File: src/rtl/camera_capture.sv
// Camera parallel-bus capture: assembles RGB565 pixels from byte pairs and tags them with
// frame coordinates, reporting per-frame completion and geometry/integrity.
module camera_capture #(
    parameter logic [9:0] FRAME_WIDTH  = 10'd320,
    parameter logic [8:0] FRAME_HEIGHT = 9'd240
) (
    input  logic        pixel_clock_in,
    input  logic        rst_n_in,
    input  logic        vsync_in,
    input  logic        href_in,
    input  logic [7:0]  camera_data_in,
    output logic [9:0]  frame_x_count,
    output logic [8:0]  frame_y_count,
    output logic [15:0] pixel_data,
    output logic        pixel_valid,
    output logic        frame_done,
    output logic        frame_ok
);

    localparam logic [1:0] WAIT_VSYNC = 2'd0;
    localparam logic [1:0] VBLANK     = 2'd1;
    localparam logic [1:0] BYTE_HI    = 2'd2;
    localparam logic [1:0] BYTE_LO    = 2'd3;

    logic [1:0]  state_q, state_d;
    logic [9:0]  next_x_q, next_x_d;
    logic [8:0]  next_y_q, next_y_d;
    logic [7:0]  hi_byte_q, hi_byte_d;
    logic        href_q;
    logic        err_q, err_d;
    logic [9:0]  x_q, x_d;
    logic [8:0]  y_q, y_d;
    logic [15:0] pix_q, pix_d;
    logic        valid_q, valid_d;
    logic        done_q, done_d;
    logic        ok_q, ok_d;
    logic        line_end;

    assign line_end      = href_q & ~href_in;
    assign frame_x_count = x_q;
    assign frame_y_count = y_q;
    assign pixel_data    = pix_q;
    assign pixel_valid   = valid_q;
    assign frame_done    = done_q;
    assign frame_ok      = ok_q;

    always_comb begin
        state_d   = state_q;
        next_x_d  = next_x_q;
        next_y_d  = next_y_q;
        hi_byte_d = hi_byte_q;
        err_d     = err_q;
        x_d       = x_q;
        y_d       = y_q;
        pix_d     = pix_q;
        valid_d   = 1'b0;
        done_d    = 1'b0;
        ok_d      = 1'b0;
        case (state_q)
            WAIT_VSYNC: begin
                if (vsync_in) state_d = VBLANK;
            end
            VBLANK: begin
                next_x_d = '0;
                next_y_d = '0;
                err_d    = 1'b0;
                x_d      = '0;
                y_d      = '0;
                pix_d    = '0;
                if (!vsync_in) state_d = BYTE_HI;
            end
            default: begin
                // vsync takes priority over a coincident line end
                if (vsync_in) begin
                    state_d = VBLANK;
                    done_d  = 1'b1;
                    ok_d    = !err_q && (next_y_q == FRAME_HEIGHT) && (next_x_q == 10'd0);
                end else if (line_end) begin
                    if (state_q == BYTE_LO) err_d = 1'b1;
                    if (next_x_q != FRAME_WIDTH) err_d = 1'b1;
                    state_d  = BYTE_HI;
                    next_x_d = '0;
                    if (next_y_q == FRAME_HEIGHT) err_d = 1'b1;
                    else next_y_d = next_y_q + 9'd1;
                end else if (href_in) begin
                    if (state_q == BYTE_HI) begin
                        hi_byte_d = camera_data_in;
                        state_d   = BYTE_LO;
                    end else begin
                        state_d = BYTE_HI;
                        if (next_x_q < FRAME_WIDTH && next_y_q < FRAME_HEIGHT) begin
                            pix_d    = {hi_byte_q, camera_data_in};
                            valid_d  = 1'b1;
                            x_d      = next_x_q;
                            y_d      = next_y_q;
                            next_x_d = next_x_q + 10'd1;
                        end else begin
                            err_d = 1'b1;
                        end
                    end
                end
            end
        endcase
    end

    always_ff @(posedge pixel_clock_in or negedge rst_n_in) begin
        if (!rst_n_in) begin
            state_q   <= WAIT_VSYNC;
            next_x_q  <= '0;
            next_y_q  <= '0;
            hi_byte_q <= '0;
            href_q    <= 1'b0;
            err_q     <= 1'b0;
            x_q       <= '0;
            y_q       <= '0;
            pix_q     <= '0;
            valid_q   <= 1'b0;
            done_q    <= 1'b0;
            ok_q      <= 1'b0;
        end else begin
            state_q   <= state_d;
            next_x_q  <= next_x_d;
            next_y_q  <= next_y_d;
            hi_byte_q <= hi_byte_d;
            href_q    <= href_in;
            err_q     <= err_d;
            x_q       <= x_d;
            y_q       <= y_d;
            pix_q     <= pix_d;
            valid_q   <= valid_d;
            done_q    <= done_d;
            ok_q      <= ok_d;
        end
    end

endmodule
File: config.mk
export PLATFORM = sky130hd
export DESIGN_NAME = camera_capture
export DESIGN_NICKNAME = d
export VERILOG_FILES = /design/src/rtl/camera_capture.sv
export SDC_FILE = /design/constraint.sdc
export NUM_CORES = 1
export LEC_CHECK = 0
export ABC_AREA = 1
export CORE_ASPECT_RATIO = 1.75
export CORE_MARGIN = 3
export CORE_UTILIZATION = 40
export CTS_CLUSTER_SIZE = 10
export DETAILED_ROUTE_END_ITERATION = 6
export GPL_ROUTABILITY_DRIVEN = 0
export HOLD_SLACK_MARGIN = 0.03
export PLACE_DENSITY = 0.64
export SLEW_MARGIN = 15
export SYNTH_ARGS = -nofsm -noshare
export SYNTH_HDL_FRONTEND = slang
export SYNTH_SLANG_ARGS = --single-unit
File: constraint.sdc
create_clock -name pixel_clock_in -period 2.6 [get_ports pixel_clock_in]
set_input_delay 0.78 -clock pixel_clock_in [delete_from_list [all_inputs] [get_ports pixel_clock_in]]
set_output_delay 0.78 -clock pixel_clock_in [all_outputs]
set_load 0.02 [all_outputs]
==> results of run 1 <==
[power breakdown]
group | internal (mW) | switching (mW)
Combinational | 0.104 | 0.151
Sequential | 1.14 | 0.0384
Clock | 0.692 | 0.425
[worst min path at each step]
stage / to / slack (ps) / depth (start not counted)
4_1_cts: pixel_data[13]$_DFFE_PN0P_ / 460 / 2
2_1_floorplan: err_q$_DFFE_PN0P_ / 440 / 2
3_3_place_gp: pixel_data[11]$_DFFE_PN0P_ / 460 / 2
5_1_grt: pixel_data[13]$_DFFE_PN0P_ / 500 / 2
3_5_place_dp: pixel_data[13]$_DFFE_PN0P_ / 450 / 2
6_report: pixel_data[12]$_DFFE_PN0P_ / 470 / 2
[placed cells by master (no fill, tap or decap), drive strengths merged, types with 2 or more instances in the layout]
cell / netlist / layout
dfrtp: 69 / 69
buf: 13 / 8
xor2: 5 / 5
a21oi: 4 / 4
clkbuf: 1 / 12
nand3: 53 / 53
nand4: 7 / 7
clkdlybuf4s50: 0 / 48
nor2: 18 / 18
o21ai: 30 / 30
clkinv: 0 / 3
mux2: 8 / 8
nand2: 96 / 96
nor3: 2 / 2
ha: 4 / 4
inv: 30 / 30
[layer usage]
| layer | vias up | wire, um | GRT usage (%) | part of all wire [%] |
|---|---|---|---|---|
| met5 | - | 0 | 0 | 0 |
| met4 | 0 | 147 | 6.72 | 2.3 |
| met3 | 14 | 291 | 4.02 | 4.5 |
| met2 | 60 | 3190 | 24.6 | 49 |
| met1 | 1140 | 2870 | 19.8 | 44 |
| li1 | 1230 | - | - | - |
[synth_stat cells (all sizes together)]
cell type and number:
nand2 96, dfrtp 69, nand3 53, inv 30, o21ai 30, nor2 18, buf 13, mux2 8
nand4 7, xor2 5, a21oi 4, ha 4, nor3 2, clkbuf 1, nand3b 1, nor4 1
o211ai 1, xnor2 1
[logic make-up (layout without fill, tap and decap cells)]
logic type      Yosys count  after routing  share of synthesized area [%]
compound gates           35             35                           6.64
xor+xnor                  6              6                           1.62
fa+ha+maj                 4              4                           1.54
buf+inv                  44            102                           7.14
flops                    69             69                           53.3
mux                       8              8                           2.78
simple gates            178            178                           27.0
[layout make-up]
cell class | count | area, um^2
sequential | 69 | 1730
clock buffer | 12 | 256
fill | 708 | 3660
tap | 88 | 110
clock inverter | 4 | 22.5
multi-input combinational | 231 | 1290
timing repair buffer | 56 | 551
inverter | 30 | 113
[metrics by stage]
step | utilization, % | setup WS, ps | hold slack (ps) | power, mW
floorplan | - | 967 | 443 | 1.34
global placement | 49.0 | 306 | 457 | 1.45
detailed placement | 49.0 | 263 | 454 | 1.46
CTS | 52.6 | 493 | 462 | 2.58
global route | 52.6 | 464 | 498 | 2.65
finish | 52.6 | 504 | 469 | 2.55
[sequential cells by signal, indices dropped and copies added (netlist names), 2 cells and up]
signal / flops
next_x_q: 10
frame_y_count: 9
next_y_q: 9
pixel_data: 16
hi_byte_q: 8
state_q: 2
frame_x_count: 10
==> impl_metrics.toml, run 1 <==
[route]
antenna_left = 0
wire_per_inst_um = 13.3
num_vias = 2444
firstDrtPassIters = 4
first_iter_violations = 116
via_per_inst = 4.99
drt_drc_violations_left = 0
finalWirelength_um = 6510

[sta]
relSlewSlack_pct = 72.2
tightest_slew_ps = 417
fin_crit_sh_pct = 80.6
tns_ps = 0
finalMaxSlewViolations = 0
max_freq_mhz = 477
finalClockSkew_ps = 5.47
setup_viol = 0
hold_viol = 0
min_period_ps = 2100
grt_setup_unrepaired = "false"

[synthesis]
ys_seq_elements = 69
synth_area_um2 = 3240
syn_inst = 344
synthesis.nets = 360
ys_seq_area_share_pct = 53.3
yosys-top-cells-area = "dfrtp_1, nand2_1, nand3_1"
yosys.area.top_type = "dfrtp_1"
synth_top_cell_area_share_pct = 53.3
yosys.cell_types.count = 29
avgSynthCellArea_um2 = 9.42
yosysWarningCount = 0

[setup_path]
end_kind = "output port"
cpLargestDelayFamily = "buffers and inverters"
slowest_delay_ps = 640
critical_path.startpoint = "pixel_data[15]$_DFFE_PN0P_"
path_cells = "clkdlybuf4s50_1"
path_depth = 1
path_max_fanout = 2
cp.arrival_ps = 1320
cp_slowest_cell = "clkdlybuf4s50_1"
cp-start-kind = "flop"
r2r-start = "state_q[0]$_DFFE_PN0P_"
cp_num_buf_inv = 1
worstSetupEndpoint = "pixel_data[15]"
criticalPathCategory = "flop to output port"
reg2reg_to = "next_y_q[2]$_DFFE_PN0P_"
cp.required_ps = 1820
rr_worst_depth = 4
r2r_setup_slack_ps = 920

[global_routing]
globalRoute.totalOverflow = 0
grt_pass1_vias = 2531
antenna_found_initial = 0
grt_max_degree = 70
grt_pass1_wl_um = 11500
grt_usage_pct = 15.6

[floorplanning]
start_util_pct = 42.0
dieWidth_um = 74.1
dieArea_um2 = 9260
ios = 50
rows = 42
die_h_um = 125
core_um2 = 7720

[outcome]
run_status = "finished clean"

[finish]
drive_gt1_share_pct = 16.9
final_nets = 413
syn_to_final_growth_pct = 25.4
diodes = 0
final_area_um2 = 4070
final_cells = 490

[clock_tree]
ctsResizeCount = 0
ctsHtreeMaxLevel = 3
cts.path.max_buffers = 2
ctsHoldBuffers = 0
postCtsSetupRepairBufs = 0
cts_buffers = 9
cts.sinks = 69
clk_pin_slew_ps = 50
cts_tree = "done"
clock_latency_ps = 320
cts-root-buf = "clkbuf_16"

[place]
place.port_buffers = 49
dpl_cell_area_um2 = 3790
place_hpwl_um = 4550
dp.cells = 474

[power]
ir_drop_mv = 0.447
leakagePower_nw = 1.92
cellPowerDensity_nw_per_um2 = 627

[min_path]
hold_class = "input pin to asynchronous set/reset pin"

[flow_run]
max_cap_violations = 0
Power figures use the tool's default switching activity.
==> run 2, diff against run 1 <==
Settings changed: PLACE_DENSITY 0.64 to 0.67.
Clock period 2.6 ns to 1.7 ns, I/O delays scaled along.
==> run 2 against run 1 <==
Compared with the run above: design area is 2.0% higher; final cell count grew 3.1%; total power up 49%; setup slack got worse by 420 ps; global-route usage up 0.81 points; utilization grew 1.1 points; sequential cell count is the same; critical endpoint is now frame_y_count[1]$_DFFE_PN0P_; count of clock-buffer cells in the layout shrank 1.
==> impl_metrics.toml, run 2 (synthesis gave the netlist of run 1 again) <==
[sta]
fin_crit_sh_pct = 95.1
hold_viol = 0
setup_viol = 0
finalMaxSlewViolations = 0
grt_setup_unrepaired = "true"
min_period_ps = 1620
tightest_slew_ps = 373
max_freq_mhz = 618
relSlewSlack_pct = 75.1
finalClockSkew_ps = 6.22
whs_ps = 205

[route]
wire_per_inst_um = 13.1
routed.top_layer = "met4"
drt_drc_violations_left = 0
via_per_inst = 5.05
routed-wl-met3_um = 274
wl_met2_um = 3520
first_iter_violations = 111
firstDrtPassIters = 4
antenna_left = 0
finalWirelength_um = 6600
num_vias = 2552
wl_met1_um = 2680

[global_routing]
antenna_found_initial = 0
grt_pass1_vias = 2635
grt_usage_pct = 16.4
globalRoute.totalOverflow = 0
grt_pass1_wl_um = 11900
grt_max_degree = 70

[power]
cellPowerDensity_nw_per_um2 = 913
ir_drop_mv = 0.580
leakagePower_nw = 2.17
power_mw = 3.79

[floorplanning]
rows = 42
dieArea_um2 = 9260
die_h_um = 125
ios = 50
dieWidth_um = 74.1
core_um2 = 7720
start_util_pct = 42.0

[finish]
final_common_cell = "nand2_1"
largest_register_ffs = 16
diodes = 0
nFillCells = 708
final_cell_mix = "nand2_1, dfrtp_1, nand3_1"
drive_gt1_share_pct = 19.9
final_nets = 430
syn_to_final_growth_pct = 27.9

[clock_tree]
ctsHoldBuffers = 0
cts-root-buf = "clkbuf_16"
cts.sinks = 69
clock_latency_ps = 330
cts.path.max_buffers = 2
cts_buffers = 9
clk_pin_slew_ps = 50
ctsHtreeMaxLevel = 3
cts_tree = "done"

[min_path]
hold_class = "input pin to asynchronous set/reset pin"

[flow_run]
max_cap_violations = 0

[place]
place_hpwl_um = 4800
place.port_buffers = 49

[setup_path]
cp.arrival_ps = 1880
end_kind = "flop"
cp.required_ps = 1960
criticalPathCategory = "input pin to flop"
path_max_fanout = 9
cp-start-kind = "input pin"

[outcome]
run_status = "finished clean"
==> run 2: cell count changes in the layout (fill, tap and decap cells not counted), sizes merged <==
cell	change
clkbuf	-1
dlygate4sd2	+38
clkinvlp	-1
clkdlybuf4s50	-38
buf	+17
==> run 2: power breakdown <==
part	switching, mW	internal (mW)	total [mW]	leakage [nW]
logic	0.233	0.165	0.398	1.11
registers	0.0552	1.74	1.80	0.936
clock network	0.629	0.961	1.59	0.125
==> run 2: critical path, stage by stage <==
cell and delay [ps]:
clkdlybuf4s50_1 520, nand3_1 90, inv_1 120, nand4_4 170, buf_4 220, buf_4 150
o21ai_2 100
==> run 2: what timing repair did <==
item                                    4_1_cts  5_1_grt
cloned                                        0        0
hold endpoints to repair                      0        0
buffers inserted                              0        0
resized for setup                            38        5
endpoints found under the setup margin       38       25
==> run 2: cell type report <==
| cell class | instances | area [um^2] | area share, % |
|---|---|---|---|
| Multi-Input combinational cell | 231 | 1310 | 31.5 |
| Clock buffer | 11 | 233 | 5.61 |
| Inverter | 30 | 113 | 2.72 |
| Sequential cell | 69 | 1730 | 41.6 |
| Clock inverter | 3 | 15.0 | 0.362 |
| Tap cell | 88 | 110 | 2.66 |
| Timing Repair Buffer | 73 | 643 | 15.5 |
==> run 2: worst paths after layout <==
path                         slack, ps                     start                            to  depth (start not counted)
max                                 80                   href_in  frame_y_count[1]$_DFFE_PN0P_                          7
min in group pixel_clock_in        470  hi_byte_q[0]$_DFFE_PN0P_     pixel_data[8]$_DFFE_PN0P_                          2
max in group asynchronous         1220                  rst_n_in     pixel_data[6]$_DFFE_PN0P_                          2
max reg2reg                        170   next_y_q[0]$_DFFE_PN0P_       next_y_q[1]$_DFFE_PN0P_                          9
min reg2reg                        470  hi_byte_q[0]$_DFFE_PN0P_     pixel_data[8]$_DFFE_PN0P_                          2
min                                210                  rst_n_in  frame_x_count[0]$_DFFE_PN0P_                          2
==> run 2: per-layer routing <==
layer  GRT usage (%)  vias to the layer above
li1                -                     1260
met3            4.18                        9
met2            27.5                       60
met4            7.04                        0
met1            19.3                     1223
met5               0                        -
==> run 2: per-stage QoR <==
stage	utilization [%]	cell area [um^2]	instances	worst slack (ps)	setup TNS, ps
after CTS	53.4	4130	505	75.6	0
after detailed placement	50.8	3930	491	-268	-13740
after global placement	50.8	3930	491	-227	-11290
after global routing	53.7	4150	505	-35.4	-293
after floorplan	-	3240	344	337	0
final	53.7	4150	505	82.9	0
==> run 3, diff against run 2 <==
--- a/config.mk
+++ b/config.mk
@@ -7,4 +7,5 @@
 export LEC_CHECK = 0
 export ABC_AREA = 1
+export CAP_MARGIN = 40
 export CORE_ASPECT_RATIO = 1.75
 export CORE_MARGIN = 3
==> constraint.sdc (replaced) <==
create_clock -name pixel_clock_in -period 1.7 [get_ports pixel_clock_in]
set_input_delay 0.51 -clock pixel_clock_in [delete_from_list [all_inputs] [get_ports pixel_clock_in]]
set_output_delay 0.51 -clock pixel_clock_in [all_outputs]
set_load 0.005 [all_outputs]
==> run 3 against run 2 <==
Compared with the run above: setup slack worse by 35 ps; fmax decreased by 2.1%; sequential cell count unchanged; via count increased by 1.3%; sequential power is essentially flat; design area grew 3.2%; clock skew is 1.4 ps higher; first-iteration DRC count fell by 14%; worst hold slack about the same; clock power about the same; largest cell class unchanged; largest power group unchanged.
==> impl_metrics.toml, run 3 (synthesis gave the netlist of run 1 again) <==
[global_routing]
antenna_found_initial = 0
grt_pass1_wl_um = 12000
grt_pass1_vias = 2681
grt_usage_pct = 16.5
grt_max_degree = 70
globalRoute.totalOverflow = 0

[sta]
relSlewSlack_pct = 75.2
setup_slack_ps = 47.7
min_period_ps = 1650
setup_viol = 0
hold_viol = 0
tightest_slew_ps = 372
finalClockSkew_ps = 7.62
grt_setup_unrepaired = "true"
finalMaxSlewViolations = 0
fin_crit_sh_pct = 97.2
max_freq_mhz = 605

[power]
cellPowerDensity_nw_per_um2 = 878
leakagePower_nw = 2.42
power_mw = 3.76
ir_drop_mv = 0.574

[floorplanning]
rows = 42
dieWidth_um = 74.1
dieArea_um2 = 9260
ios = 50
start_util_pct = 42.0
die_h_um = 125
core_um2 = 7720

[setup_path]
cpLargestDelayFamily = "buffers and inverters"
cp.required_ps = 1190
end_kind = "output port"
cp-start-kind = "flop"
reg2reg_to = "next_y_q[1]$_DFFE_PN0P_"
path_cells = "clkdlybuf4s50_1"
r2r-start = "next_y_q[0]$_DFFE_PN0P_"
criticalPathCategory = "flop to output port"
cp_num_buf_inv = 1
cp_slowest_cell = "clkdlybuf4s50_1"
path_max_fanout = 1
rr_worst_depth = 9
slowest_delay_ps = 490
r2r_setup_slack_ps = 160
cp.arrival_ps = 1140

[route]
antenna_left = 0
drt_drc_violations_left = 0
wire_per_inst_um = 12.9
finalWirelength_um = 6670
num_vias = 2586
via_per_inst = 5.02
first_iter_violations = 95
firstDrtPassIters = 4

[clock_tree]
ctsHtreeMaxLevel = 3
clk_pin_slew_ps = 50
clock_latency_ps = 330
cts.path.max_buffers = 2
ctsHoldBuffers = 0
cts.sinks = 69
cts-root-buf = "clkbuf_16"
cts_tree = "done"
cts_buffers = 9

[finish]
final_common_cell = "nand2_1"
final_cell_mix = "nand2_1, dfrtp_1, nand3_1"
diodes = 0
largest_register_ffs = 16
drive_gt1_share_pct = 21.8
final_nets = 440
syn_to_final_growth_pct = 32.0

[min_path]
hold_class = "input pin to asynchronous set/reset pin"

[place]
post-place-ws_ps = -268
place_hpwl_um = 4800
place.port_buffers = 49

[outcome]
run_status = "finished clean"

[flow_run]
max_cap_violations = 0
==> run 3: layer usage <==
metal / up-vias / global-route usage, % / routed length, um
met5: - / 0 / 0
met4: 0 / 7.04 / 123
met3: 9 / 4.18 / 287
met2: 58 / 27.9 / 3570
met1: 1240 / 19.3 / 2690
li1: 1279 / - / -
==> run 3: area by class of cell <==
| type | count | area (um^2) |
|---|---|---|
| Fill cell | 692 | 3440 |
| Inverter | 30 | 113 |
| Tap cell | 88 | 110 |
| Clock inverter | 3 | 15.0 |
| Timing Repair Buffer | 83 | 777 |
| Multi-Input combinational cell | 231 | 1310 |
| Sequential cell | 69 | 1730 |
| Clock buffer | 11 | 233 |
==> run 3: worst max-delay path by stage <==
stage / endpoint / start / slack, ps / cells past startpoint
final: pixel_valid / pixel_valid$_DFF_PN0_ / 50 / 1
after global placement: hi_byte_q[0]$_DFFE_PN0P_ / vsync_in / -230 / 7
after CTS: pixel_data[2] / pixel_data[2]$_DFFE_PN0P_ / 1 / 1
after floorplan: frame_x_count[8]$_DFFE_PN0P_ / vsync_in / 340 / 8
after global routing: pixel_data[3]$_DFFE_PN0P_ / href_in / -40 / 8
after detailed placement: frame_y_count[1]$_DFFE_PN0P_ / href_in / -270 / 7
==> run 3: what timing repair did <==
| action | 4_1_cts | 5_1_grt |
|---|---|---|
| resized for setup | 21 | 20 |
| pin swaps | 0 | 0 |
| setup endpoints to repair | 29 | 40 |
| gates cloned | 0 | 0 |
| endpoints found under the hold margin | 0 | 0 |
| setup buffers | 10 | 0 |
==> run 3: where the power goes <==
part | internal [mW] | total (mW) | switching, mW
logic | 0.170 | 0.372 | 0.202
registers | 1.74 | 1.80 | 0.0548
clock network | 0.961 | 1.59 | 0.629
total | 2.87 | 3.76 | 0.885
==> run 3: through the flow <==
step,cells,utilization (%),hold slack [ps],setup TNS (ps),instance area [um^2]
after floorplan,344,-,214,0,3240
after global placement,491,50.8,451,-11290,3930
after detailed placement,491,50.8,461,-13740,3930
after CTS,515,54.7,211,0,4220
after global routing,515,55.4,223,-293,4280
final,515,55.4,206,0,4280
